**src/rtl/rf_parallel_mc.sv**
```systemverilog
// rf_parallel_mc: multi-channel RF frequency-word controller.
// Buffers NUM_CH-wide word sets in a FIFO and presents the active set on
// o_rf_freq. It advances on TX-over (MODE=0) or on an accepted pre-CPI edge
// (MODE=1). Each accepted pre-CPI rising edge produces a CTRL_LEN-cycle
// control strobe followed by a GUARD_LEN-cycle dead time.
module rf_parallel_mc #(
    parameter int NUM_CH      = 2,
    parameter int FW          = 16,
    parameter int DEPTH       = 8,
    parameter int CTRL_LEN    = 200,
    parameter int GUARD_LEN   = 16,
    parameter int SYNC_STAGES = 3,
    parameter int MODE        = 0
) (
    input  logic                       clk,
    input  logic                       rst,
    input  logic [NUM_CH*FW-1:0]       i_rf_freq,
    input  logic                       i_rf_freq_vld,
    input  logic                       i_init,
    input  logic                       i_stop,
    input  logic                       i_pre_cpi,
    input  logic                       i_tx_over_flag,
    output logic [NUM_CH*FW-1:0]       o_rf_freq,
    output logic                       o_rf_freq_ctrl,
    output logic                       o_busy,
    output logic [$clog2(DEPTH):0]     o_fifo_level,
    output logic                       o_ovf,
    output logic                       o_udf
);

    localparam int WW   = NUM_CH * FW;
    localparam int PW   = $clog2(DEPTH);
    localparam int LW   = PW + 1;
    localparam int MAXL = (CTRL_LEN > GUARD_LEN) ? CTRL_LEN : GUARD_LEN;
    localparam int CW   = $clog2(MAXL + 1);

    localparam logic [CW-1:0] CTRL_LAST  = CW'(CTRL_LEN - 1);
    localparam logic [CW-1:0] GUARD_LAST = CW'((GUARD_LEN > 0) ? (GUARD_LEN - 1) : 0);
    localparam logic [LW-1:0] FULL_LVL   = LW'(DEPTH);

    typedef enum logic [1:0] {
        S_IDLE  = 2'd0,
        S_ARMED = 2'd1,
        S_CTRL  = 2'd2,
        S_GUARD = 2'd3
    } state_t;

    // Pre-CPI synchroniser, history flop and registered edge pulse
    logic [SYNC_STAGES-1:0] sync_q, sync_d;
    logic                   hist_q, hist_d;
    logic                   pedge_q, pedge_d;

    // Sequencer state
    state_t                 state_q, state_d;
    logic [CW-1:0]          cnt_q, cnt_d;
    logic                   ctrl_q, ctrl_d;
    logic                   busy_q, busy_d;

    // FIFO storage and flags
    logic [WW-1:0]          mem_q [DEPTH];
    logic [WW-1:0]          mem_d [DEPTH];
    logic [PW-1:0]          wr_ptr_q, wr_ptr_d;
    logic [PW-1:0]          rd_ptr_q, rd_ptr_d;
    logic [LW-1:0]          level_q, level_d;
    logic                   ovf_q, ovf_d;
    logic                   udf_q, udf_d;
    logic                   first_q, first_d;
    logic [WW-1:0]          freq_q, freq_d;

    // Derived control
    logic                   empty_s;
    logic                   auto_pop_s;
    logic                   pop_req_s;
    logic                   pop_do_s;
    logic                   push_ok_s;
    logic [WW-1:0]          head_s;

    // Edge detection: shift the async marker in, pulse one cycle per rise
    always_comb begin
        sync_d  = {sync_q[SYNC_STAGES-2:0], i_pre_cpi};
        hist_d  = sync_q[SYNC_STAGES-1];
        pedge_d = sync_q[SYNC_STAGES-1] & ~hist_q;
    end

    // Pop/push qualification shared by the FIFO and output register
    always_comb begin
        empty_s    = (level_q == {LW{1'b0}});
        head_s     = mem_q[rd_ptr_q];
        auto_pop_s = ~first_q & ~empty_s;
        if (state_q == S_IDLE) begin
            pop_req_s = 1'b0;
        end else if (MODE == 0) begin
            pop_req_s = first_q & i_tx_over_flag;
        end else begin
            pop_req_s = first_q & (state_q == S_ARMED) & pedge_q;
        end
        pop_do_s  = auto_pop_s | (pop_req_s & ~empty_s);
        // A pop in the same cycle frees the slot the push needs
        push_ok_s = i_rf_freq_vld & ((level_q < FULL_LVL) | pop_do_s);
    end

    // FIFO, active word set and sticky flags; i_init flushes everything
    always_comb begin
        mem_d    = mem_q;
        wr_ptr_d = wr_ptr_q;
        rd_ptr_d = rd_ptr_q;
        level_d  = level_q;
        ovf_d    = ovf_q;
        udf_d    = udf_q;
        first_d  = first_q;
        freq_d   = freq_q;
        if (i_init) begin
            wr_ptr_d = {PW{1'b0}};
            rd_ptr_d = {PW{1'b0}};
            level_d  = {LW{1'b0}};
            ovf_d    = 1'b0;
            udf_d    = 1'b0;
            first_d  = 1'b0;
            freq_d   = {WW{1'b0}};
        end else begin
            if (push_ok_s) begin
                mem_d[wr_ptr_q] = i_rf_freq;
                wr_ptr_d        = wr_ptr_q + PW'(1);
            end else begin
                wr_ptr_d = wr_ptr_q;
            end
            if (pop_do_s) begin
                rd_ptr_d = rd_ptr_q + PW'(1);
                freq_d   = head_s;
            end else begin
                rd_ptr_d = rd_ptr_q;
                freq_d   = freq_q;
            end
            level_d = level_q + {{(LW-1){1'b0}}, push_ok_s}
                              - {{(LW-1){1'b0}}, pop_do_s};
            if (i_rf_freq_vld && !push_ok_s) begin
                ovf_d = 1'b1;
            end else begin
                ovf_d = ovf_q;
            end
            if (pop_req_s && empty_s) begin
                udf_d = 1'b1;
            end else begin
                udf_d = udf_q;
            end
            if (auto_pop_s) begin
                first_d = 1'b1;
            end else begin
                first_d = first_q;
            end
        end
    end

    // Strobe sequencer: IDLE -> ARMED -> CTRL -> GUARD -> ARMED
    always_comb begin
        state_d = state_q;
        cnt_d   = cnt_q;
        ctrl_d  = ctrl_q;
        if (i_init) begin
            state_d = S_ARMED;
            cnt_d   = {CW{1'b0}};
            ctrl_d  = 1'b0;
        end else if (i_stop) begin
            state_d = S_IDLE;
            cnt_d   = {CW{1'b0}};
            ctrl_d  = 1'b0;
        end else begin
            case (state_q)
                S_IDLE: begin
                    ctrl_d = 1'b0;
                end
                S_ARMED: begin
                    if (pedge_q) begin
                        state_d = S_CTRL;
                        cnt_d   = {CW{1'b0}};
                        ctrl_d  = 1'b1;
                    end else begin
                        ctrl_d  = 1'b0;
                    end
                end
                S_CTRL: begin
                    if (cnt_q == CTRL_LAST) begin
                        ctrl_d  = 1'b0;
                        cnt_d   = {CW{1'b0}};
                        state_d = (GUARD_LEN > 0) ? S_GUARD : S_ARMED;
                    end else begin
                        ctrl_d  = 1'b1;
                        cnt_d   = cnt_q + CW'(1);
                    end
                end
                S_GUARD: begin
                    if (cnt_q == GUARD_LAST) begin
                        state_d = S_ARMED;
                        cnt_d   = {CW{1'b0}};
                    end else begin
                        cnt_d   = cnt_q + CW'(1);
                    end
                    ctrl_d = 1'b0;
                end
                default: begin
                    state_d = S_IDLE;
                    cnt_d   = {CW{1'b0}};
                    ctrl_d  = 1'b0;
                end
            endcase
        end
        busy_d = (state_d == S_CTRL) || (state_d == S_GUARD);
    end

    // State register with synchronous reset
    always_ff @(posedge clk) begin
        if (rst) begin
            sync_q   <= {SYNC_STAGES{1'b0}};
            hist_q   <= 1'b0;
            pedge_q  <= 1'b0;
            state_q  <= S_IDLE;
            cnt_q    <= {CW{1'b0}};
            ctrl_q   <= 1'b0;
            busy_q   <= 1'b0;
            for (int i = 0; i < DEPTH; i++) begin
                mem_q[i] <= {WW{1'b0}};
            end
            wr_ptr_q <= {PW{1'b0}};
            rd_ptr_q <= {PW{1'b0}};
            level_q  <= {LW{1'b0}};
            ovf_q    <= 1'b0;
            udf_q    <= 1'b0;
            first_q  <= 1'b0;
            freq_q   <= {WW{1'b0}};
        end else begin
            sync_q   <= sync_d;
            hist_q   <= hist_d;
            pedge_q  <= pedge_d;
            state_q  <= state_d;
            cnt_q    <= cnt_d;
            ctrl_q   <= ctrl_d;
            busy_q   <= busy_d;
            mem_q    <= mem_d;
            wr_ptr_q <= wr_ptr_d;
            rd_ptr_q <= rd_ptr_d;
            level_q  <= level_d;
            ovf_q    <= ovf_d;
            udf_q    <= udf_d;
            first_q  <= first_d;
            freq_q   <= freq_d;
        end
    end

    assign o_rf_freq      = freq_q;
    assign o_rf_freq_ctrl = ctrl_q;
    assign o_busy         = busy_q;
    assign o_fifo_level   = level_q;
    assign o_ovf          = ovf_q;
    assign o_udf          = udf_q;

endmodule
```
**config.mk**
```make
export PLATFORM = sky130hd
export DESIGN_NAME = rf_parallel_mc
export DESIGN_NICKNAME = d
export VERILOG_FILES = /design/src/rtl/rf_parallel_mc.sv
export SDC_FILE = /design/constraint.sdc
export NUM_CORES = 1
export LEC_CHECK = 0
export CAP_MARGIN = 20
export CORE_MARGIN = 3
export CORE_UTILIZATION = 60
export CTS_BUF_LIST = sky130_fd_sc_hd__clkbuf_4 sky130_fd_sc_hd__clkbuf_8 sky130_fd_sc_hd__clkbuf_16
export DETAILED_ROUTE_END_ITERATION = 16
export PLACE_DENSITY = 0.8
export SLEW_MARGIN = 10
export SYNTH_ARGS = -nofsm -noshare
export SYNTH_HDL_FRONTEND = slang
export SYNTH_SLANG_ARGS = --single-unit
export TNS_END_PERCENT = 20
```
**constraint.sdc**
```tcl
create_clock -name clk -period 5.1 [get_ports clk]
set_input_delay 0.765 -clock clk [delete_from_list [all_inputs] [get_ports clk]]
set_output_delay 0.765 -clock clk [all_outputs]
set_load 0.01 [all_outputs]
```
==> results of run 1 <==
==> critical path, stage by stage (launching register included) <==
cell     delay (ns)
dfxtp_1        0.52
o21ai_2        0.89
a21o_1         0.29
inv_2          0.06
ha_1           0.29
inv_1          0.07
ha_1           0.16
inv_1          0.05
fa_1           0.37
xor2_1         0.14
nor2_1         0.05
==> kinds of logic after synthesis <==
| group | Yosys count | synth area share (%) |
|---|---|---|
| buffers and inverters | 165 | 6.92 |
| DFF | 318 | 46.6 |
| muxes | 65 | 10.6 |
| AOI/OAI and AO/OA | 335 | 14.9 |
| and+or+nand+nor | 669 | 19.6 |
| xor gates and xnor gates | 7 | 0.449 |
| adders and majority gates | 9 | 0.880 |
==> stage by stage <==
| step | area [sq um] | instances | util, % |
|---|---|---|---|
| 6_report | 15400 | 1857 | 69.6 |
| 5_1_grt | 15400 | 1857 | 69.6 |
| 4_1_cts | 15300 | 1855 | 69.4 |
| 3_5_place_dp | 14200 | 1798 | 64.4 |
| 3_3_place_gp | 14200 | 1797 | 64.3 |
| 2_1_floorplan | 13700 | 1568 | - |
==> power by group <==
group	leakage, uW	internal (uW)	switching, uW
Clock	0.000561	1500	955
Sequential	0.00257	2630	200
Combinational	0.00171	576	706
Total	0.00484	4700	1860
==> sequential cells by signal, summed over array words and instances, names as in the netlist <==
| signal | count |
|---|---|
| cnt_q | 8 |
| o_busy | 1 |
| o_rf_freq | 32 |
| o_fifo_level | 4 |
| o_rf_freq_ctrl | 1 |
| wr_ptr_q | 3 |
| pedge_q | 1 |
| first_q | 1 |
| o_udf | 1 |
| rd_ptr_q | 3 |
| state_q | 2 |
| mem_q | 256 |
| hist_q | 1 |
| o_ovf | 1 |
| sync_q | 3 |
==> area by class of cell <==
| cell class | count | area (sq um) | share of cell area (%) |
|---|---|---|---|
| clock buffers | 45 | 918 | 5.97 |
| clock inverters | 12 | 193 | 1.25 |
| inverters | 13 | 48.8 | 0.317 |
| multi-input cells | 1085 | 6440 | 41.9 |
| flip-flops and latches | 318 | 6370 | 41.5 |
| well taps | 280 | 350 | 2.28 |
| repair buffers | 104 | 1040 | 6.78 |
==> worst min path at each step <==
stage                     startpoint       to  slack [ns]  cells after the start
final                         hist_q  pedge_q        0.38                      1
after CTS                     hist_q  pedge_q        0.38                      1
after floorplan               hist_q  pedge_q        0.37                      1
after detailed placement      hist_q  pedge_q        0.38                      1
after global placement        hist_q  pedge_q        0.37                      1
after global routing          hist_q  pedge_q        0.39                      1
==> metal layers <==
layer  track usage (%)  up-vias
met5                 0        -
met4              9.00        0
met3              4.04       70
met2              48.9      472
met1              37.0     5409
li1                  -     5280
==> cells in the final DEF, fill, tap and decap left out, drive strengths merged, types with 2 or more instances in the layout <==
cell           Yosys  layout
nand2            584     584
bufinv             0       5
ha                 8       8
nor2b              5       5
a311oi            34      34
xnor2              3       3
and3               2       2
nand4bb            3       3
nand3b             3       3
xor2               4       4
and2               2       2
inv               12      14
a2111o             2       2
clkbuf            79      45
clkdlybuf4s50      0      77
nand4b             2       2
nor2              46      46
mux4              64      64
a31oi              6       6
nand3              3       3
dfxtp            318     318
o2111ai            7       7
a21oi            267     267
a2111oi            8       8
a21o               2       2
o21ai              2       2
buf               73      27
nor4bb             5       5
nand4              5       5
clkinv             1       6
==> impl_metrics.tcl, run 1 <==
set metrics [dict create \
    cts_setup_buffers 0 \
    synth_nets 1616 \
    met2RoutedLength_microns 17500 \
    synth_edf_count 0 \
    arrival_ns 3.45 \
    drt_iter0_drc 1167 \
    final_max_slew_viol_count 0 \
    worst_slack_ns 2.06 \
    synth_cells 1568 \
    maxCapViolations 0 \
    syn_area_sq_mm 0.0137 \
    drt-total-wl_microns 35300 \
    postRouteAntennaNets 0 \
    r2r_slack_ns 2.06 \
    placeableCoreArea_sq_mm 0.0221 \
    yosysMostFrequentCell "nand2_1" \
    ys_ff_latch 318 \
    place_ws_ns 1.67 \
    cp-startpoint "state_q[1]" \
    wl_per_cell_microns 19.0 \
    crit_required_ns 5.52 \
    ctsResizeCount 0 \
    min_path_type "flop to flop" \
    drtPass1Iterations 5 \
    grt_max_degree 109 \
    yosysWarnings 0 \
    portBuffers 78 \
    ios 79 \
    drc 0 \
    synth_common_cells "nand2_1, dfxtp_1, a21oi_1" \
    endpoint_kind "flop" \
    dieArea_sq_mm 0.0246 \
    setup_viol 0 \
    via_per_inst 6.05 \
    power_density_mw_per_mm2 427 \
    area_growth_pct 12.6 \
    wl_met3_microns 2820 \
    rr_startpoint "state_q[1]" \
    tritoncts "yes" \
    p_leak_uw 0.00484 \
    max-slew-margin-rel_pct 26.7 \
    ir_worst_vdd_v 0.000323 \
    wl_met1_microns 14100 \
    diodes 0 \
    yosys.area.top_type "dfxtp_1" \
    layout-drive-gt1-share_pct 11.0 \
    total_power_uw 6560 \
    fill_cells 1684 \
    postCtsHoldBufs 0 \
    synth.area.top_cells "dfxtp_1, nand2_1, mux4_2" \
    hold_viol_final 0 \
    cts_max_path_buffers 3 \
    globalplace.congestion 0.779 \
    rsz0062_at_grt "false" \
    vias 11200 \
    reg2regPathDepth 10 \
    start_util_pct 61.8 \
    cts.clk_slew.worst_paths_ns 0.06 \
    status "complete, no violations" \
    yosysSeqAreaShare_pct 46.6 \
    row_count 54 \
    clk-insertion-delay-late_ns 0.56 \
    die_h_microns 157 \
    dp_hpwl_microns 19100 \
    grt-ovfl-total 0 \
    setup_tns_ns 0 \
    grt_antenna_before_repair 0 \
    grt_pass1_vias 10900 \
    layout.nets 1601 \
    fin_crit_ns 3.04 \
    highest_layer "met4" \
    synthFlopType "dfxtp_1" \
    critPathLaunchType "flop" \
    worst_slew_pin_slew_ns 1.10 \
    yosys.cell_types.count 54 \
    worstSetupEndpoint "o_fifo_level[2]" \
    critPathMaxFanout 22 \
    grt_pass1_wl_microns 56400 \
    root_buffer "clkbuf_16" \
    reg2reg_to "o_fifo_level[2]" \
    clock-skew-final_ns 0.0118 \
    critPathKind "flop to flop" \
    cts_sinks 318 \
    cts_inserted_buffers 31 \
    avgSynthCellArea_sq_um 8.71 \
    fin_crit_sh_pct 59.5 \
    grt.total_usage_pct 28.4 \
    async_flop_share_pct 0 \
    holdWs_ns 0.381 \
    h-tree-depth 1 \
    die_width_microns 157 \
    fmax_mhz 329 \
    synth_top_area_share_pct 46.6 \
]
No activity file was read; power rests on OpenSTA's default activity.
==> inputs of run 2 (changes only) <==
--- a/config.mk
+++ b/config.mk
@@ -7,10 +7,10 @@
 export LEC_CHECK = 0
 export CAP_MARGIN = 20
 export CORE_MARGIN = 3
-export CORE_UTILIZATION = 60
+export CORE_UTILIZATION = 54
 export CTS_BUF_LIST = sky130_fd_sc_hd__clkbuf_4 sky130_fd_sc_hd__clkbuf_8 sky130_fd_sc_hd__clkbuf_16
 export DETAILED_ROUTE_END_ITERATION = 16
-export PLACE_DENSITY = 0.8
+export PLACE_DENSITY = 0.76
 export SLEW_MARGIN = 10
 export SYNTH_ARGS = -nofsm -noshare
 export SYNTH_HDL_FRONTEND = slang
==> constraint.sdc (replaced) <==
create_clock -name clk -period 2.69 [get_ports clk]
set_input_delay 0.4035 -clock clk [delete_from_list [all_inputs] [get_ports clk]]
set_output_delay 0.4035 -clock clk [all_outputs]
set_load 0.01 [all_outputs]
==> run 2 against run 1 <==
Against the previous run:
- clock skew rose by 0.00068 ns
- sequential share of layout area down 0.71 points
- via count down 1.1%
- worst setup slack got worse by 1.8 ns
- global-route usage fell by 2.8 points
- critical path type unchanged
==> impl_metrics.tcl, run 2 (synthesis gave the netlist of run 1 again) <==
set metrics [dict create \
    endpoint_kind "flop" \
    critPathKind "flop to flop" \
    hold_viol_final 0 \
    wl_per_cell_microns 17.9 \
    root_buffer "clkbuf_16" \
    r2r_slack_ns 0.31 \
    fin_crit_sh_pct 88.5 \
    setup_tns_ns 0 \
    placeableCoreArea_sq_mm 0.0246 \
    grt-ovfl-total 0 \
    switching_share_pct 28.6 \
    grt.total_usage_pct 25.6 \
    grt_antenna_before_repair 0 \
    postCtsHoldBufs 0 \
    drt-total-wl_microns 34500 \
    via_per_inst 5.77 \
    switchingPower_uw 3540 \
    postRouteAntennaNets 0 \
    power_density_mw_per_mm2 792 \
    power.internal_uw 8850 \
    pwr-share-clk_pct 36.5 \
    dieArea_sq_mm 0.0272 \
    die_h_microns 165 \
    fin_crit_ns 2.38 \
    cts_sinks 318 \
    vias 11100 \
    worst_slew_pin_slew_ns 0.874 \
    largest_reg_flops 256 \
    final_common_cell "nand2_1" \
    maxCapViolations 0 \
    grt_pass1_wl_microns 55900 \
    min_path_type "input port to flop" \
    max-slew-margin-rel_pct 41.7 \
    status "complete, no violations" \
    tritoncts "yes" \
    rsz0062_at_grt "false" \
    p_leak_uw 0.00498 \
    h-tree-depth 2 \
    place_ws_ns 0.149 \
    globalplace.congestion 0.812 \
    cp_slowest_stage_delay_ns 0.37 \
    seqPwrFrac_pct 42.2 \
    setup_viol 0 \
    ir_worst_vdd_v 0.000761 \
    start_util_pct 55.5 \
    ctsResizeCount 0 \
    final_util_pct 63.6 \
    pwr-share-comb_pct 21.3 \
    layout-drive-gt1-share_pct 12.3 \
    clock-skew-final_ns 0.0124 \
    cts_setup_buffers 0 \
    fill_cells 2032 \
    worst_slack_ns 0.308 \
    holdWs_ns 0.274 \
    crit_path_cell_trace "inv_1, ha_1, nor3b_1, a21o_1, inv_2, ha_1, inv_1, ha_1, inv_1, fa_1, xor2_1, nor2_1" \
    crit_slowest_cell "fa_1" \
    clk-insertion-delay-late_ns 0.51 \
    grt_max_degree 146 \
    ios 79 \
    cts.clk_slew.worst_paths_ns 0.06 \
    crit_required_ns 3.08 \
    arrival_ns 2.78 \
    critPathLaunchType "flop" \
    regMostFlops "mem_q" \
    row_count 57 \
    final_max_slew_viol_count 0 \
    layout.nets 1627 \
    fmax_mhz 420 \
    diodes 0 \
    area_growth_pct 14.6 \
    cts_max_path_buffers 3 \
    drc 0 \
    critPathMaxFanout 3 \
    total_power_uw 12400 \
    drt_iter0_drc 1047 \
    die_width_microns 165 \
    most-common-layout-cells "nand2_1, dfxtp_1, a21oi_1" \
    grt_pass1_vias 10900 \
    portBuffers 78 \
    cts_inserted_buffers 34 \
    dp_hpwl_microns 20900 \
    drtPass1Iterations 6 \
]
-- run 2: changes by cell type in the layout (fill, tap and decap cells not counted), moves of 2 or more --
| cell | change |
|---|---|
| o2111ai_2 | +2 |
| clkbuf_4 | +2 |
| bufinv_16 | -5 |
| buf_12 | +9 |
| buf_4 | +17 |
| buf_6 | -2 |
| clkbuf_16 | +4 |
| o2111ai_4 | -2 |
| clkbuf_8 | +2 |
-- run 2: cell type report --
type	instances	area (sq um)	share of cell area (%)
multi-input combinational	1085	6420	41.1
tap	324	405	2.59
clock inverter	5	28.8	0.184
clock buffer	53	1060	6.78
inverter	13	48.8	0.312
timing repair buffer	127	1300	8.31
sequential	318	6370	40.8
-- run 2: final timing paths --
kind                                      start         endpoint  depth (start not counted)
worst max register to register  o_fifo_level[2]  o_fifo_level[2]                         12
worst min-delay path                        rst       state_q[0]                          2
worst max-delay path            o_fifo_level[2]  o_fifo_level[2]                         12
worst min register to register           hist_q          pedge_q                          1
-- run 2: through the flow --
stage	cell area, sq um	std cells
final	15600	1925
after global routing	15600	1925
after CTS	15600	1925
after detailed placement	14600	1867
after global placement	14600	1867
after floorplan	13700	1568
-- run 2: power groups by stage --
stage / Clock [uW] / Sequential, uW / Combinational (uW)
6_report: 4520 / 5230 / 2640
5_1_grt: 4770 / 5260 / 2910
4_1_cts: 4570 / 5230 / 2650
3_5_place_dp: 0 / 5330 / 2630
3_3_place_gp: 0 / 5320 / 2610
2_1_floorplan: 0 / 5300 / 1710
-- run 2: worst max-delay path, delay by kind of cell (launching register included) --
kind / cells / cell delay, ns
adder cells (fa/ha/maj): 4 / 1.01
AO/OA/AOI/OAI: 1 / 0.18
AND/OR/NAND/NOR: 2 / 0.38
XOR/XNOR: 1 / 0.13
flip-flops: 1 / 0.32
buffers and inverters: 4 / 0.26
-- run 2: layer usage --
metal,part of all wire (%),vias up,global-route usage (%)
met1,41,5308,33.7
met3,6.9,74,3.96
li1,-,5347,-
met4,2.8,0,9.07
met5,0,-,0
met2,49,377,42.9
==> inputs of run 3 (changes only) <==
--- a/config.mk
+++ b/config.mk
@@ -7,12 +7,12 @@
 export LEC_CHECK = 0
 export CAP_MARGIN = 20
 export CORE_MARGIN = 3
-export CORE_UTILIZATION = 54
+export CORE_UTILIZATION = 62
 export CTS_BUF_LIST = sky130_fd_sc_hd__clkbuf_4 sky130_fd_sc_hd__clkbuf_8 sky130_fd_sc_hd__clkbuf_16
 export DETAILED_ROUTE_END_ITERATION = 16
-export PLACE_DENSITY = 0.76
+export PLACE_DENSITY = 0.82
 export SLEW_MARGIN = 10
 export SYNTH_ARGS = -nofsm -noshare
 export SYNTH_HDL_FRONTEND = slang
 export SYNTH_SLANG_ARGS = --single-unit
-export TNS_END_PERCENT = 20
+export TNS_END_PERCENT = 50
==> constraint.sdc (replaced) <==
create_clock -name clk -period 2.9 [get_ports clk]
set_input_delay 0.435 -clock clk [delete_from_list [all_inputs] [get_ports clk]]
set_output_delay 0.435 -clock clk [all_outputs]
set_load 0.01 [all_outputs]
==> run 3 against run 2 <==
Against the previous run:
- clock power fell by 11%
- combinational power decreased by 9.1%
- utilization is 8.8 points higher
- sequential power shrank 6.3%
- global-route usage up 3.3 points
- largest cell class unchanged
==> impl_metrics.tcl, run 3 (synthesis gave the netlist of run 1 again) <==
set metrics [dict create \
    cp_slowest_stage_delay_ns 0.39 \
    worst_slew_pin_slew_ns 1.15 \
    drc 0 \
    highest_layer "met4" \
    power.internal_uw 8000 \
    via_per_inst 6.11 \
    total_power_uw 11300 \
    rsz0062_at_grt "false" \
    critPathTopFamily "adder cells" \
    switchingPower_uw 3320 \
    clock-skew-final_ns 0.0120 \
    critPathMaxFanout 7 \
    clk-insertion-delay-late_ns 0.56 \
    p_leak_uw 0.00490 \
    grt.total_usage_pct 28.9 \
    path_depth 12 \
    ctsResizeCount 0 \
    dieArea_sq_mm 0.0238 \
    final_common_cell "nand2_1" \
    grt-ovfl-total 0 \
    wl_met1_microns 13600 \
    diodes 0 \
    grt_pass1_vias 11200 \
    portBuffers 78 \
    hold_viol_final 0 \
    largest_reg_flops 256 \
    met2RoutedLength_microns 17500 \
    layout.nets 1619 \
    crit_path_cell_trace "inv_1, ha_1, nor3b_1, a21o_1, inv_2, ha_1, inv_1, ha_1, inv_1, fa_1, xor2_1, nor2_1" \
    grt_max_degree 249 \
    arrival_ns 2.96 \
    setup_viol 0 \
    fmax_mhz 399 \
    worstSetupEndpoint "o_fifo_level[2]" \
    rr_startpoint "o_fifo_level[3]" \
    setup_tns_ns 0 \
    die_h_microns 154 \
    power_density_mw_per_mm2 732 \
    fin_crit_sh_pct 86.5 \
    wl_per_cell_microns 18.9 \
    seqPwrFrac_pct 43.3 \
    crit_slowest_cell "nor3b_1" \
    place_area_sq_mm 0.0144 \
    pwr-share-clk_pct 35.5 \
    crit_buf_inv 4 \
    drt-total-wl_microns 35400 \
    vias 11400 \
    drtPass1Iterations 5 \
    drt_iter0_drc 1162 \
    switching_share_pct 29.3 \
    final_util_pct 72.4 \
    holdWs_ns 0.127 \
    crit_required_ns 3.36 \
    r2r_slack_ns 0.39 \
    endpoint_kind "flop" \
    row_count 53 \
    reg2reg_to "o_fifo_level[2]" \
    h-tree-depth 1 \
    fill_cells 1554 \
    layout-drive-gt1-share_pct 11.9 \
    reg2regPathDepth 12 \
    area_growth_pct 13.2 \
    pwr-share-comb_pct 21.2 \
    cts_sinks 318 \
    cp-startpoint "o_fifo_level[3]" \
    start_util_pct 63.9 \
    die_width_microns 154 \
    critPathLaunchType "flop" \
    most-common-layout-cells "nand2_1, dfxtp_1, a21oi_1" \
    regMostFlops "mem_q" \
    cts_max_path_buffers 3 \
    grt_pass1_wl_microns 56700 \
    dp_hpwl_microns 20100 \
    maxCapViolations 0 \
    finalInstanceArea_sq_mm 0.0155 \
    tritoncts "yes" \
    cts_setup_buffers 0 \
    final_max_slew_viol_count 0 \
    wl_met3_microns 3070 \
    globalplace.congestion 0.776 \
    ir_worst_vdd_v 0.000643 \
    max-slew-margin-rel_pct 23.3 \
    ios 79 \
    cts_inserted_buffers 31 \
    postRouteAntennaNets 0 \
    status "complete, no violations" \
    placeableCoreArea_sq_mm 0.0214 \
    min_path_type "input port to flop" \
    critPathKind "flop to flop" \
    root_buffer "clkbuf_16" \
    grt_antenna_before_repair 0 \
    postCtsHoldBufs 0 \
    fin_crit_ns 2.51 \
    cts.clk_slew.worst_paths_ns 0.06 \
]
## run 3: per-layer routing
layer | up-vias | track usage [%]
met3 | 107 | 4.42
met2 | 523 | 49.9
met1 | 5473 | 36.4
met4 | 0 | 12.2
met5 | - | 0
li1 | 5310 | -
## run 3: worst min path at each step
stage	from	endpoint	slack (ns)	depth (start not counted)
after floorplan	hist_q	pedge_q	0.37	1
after global placement	hist_q	pedge_q	0.37	1
after detailed placement	hist_q	pedge_q	0.38	1
after CTS	rst	mem_q[0]	0.13	2
after global routing	rst	mem_q[160]	0.15	2
final	rst	mem_q[0]	0.13	2
## run 3: per-stage QoR
stage               cells  setup slack (ns)
floorplan            1568             0.354
global placement     1812             0.339
detailed placement   1812             0.274
CTS                  1868             0.240
global route         1869             0.181
finish               1869             0.393
## run 3: layout make-up
type                       instances  area, sq um  share of cell area [%]
clock inverter                    10         87.6                   0.567
tap                              275          344                    2.23
inverter                          13         48.8                   0.316
sequential                       318         6370                    41.2
clock buffer                      46          938                    6.07
timing repair buffer             122         1240                    8.03
multi-input combinational       1085         6420                    41.6
## run 3: power by group through the flow
stage | Combinational [uW] | Clock (uW) | Sequential (uW)
detailed placement | 2380 | 0 | 4990
global route | 2600 | 4220 | 4930
finish | 2400 | 4020 | 4900
floorplan | 1590 | 0 | 4920
CTS | 2390 | 4060 | 4900
global placement | 2330 | 0 | 4980
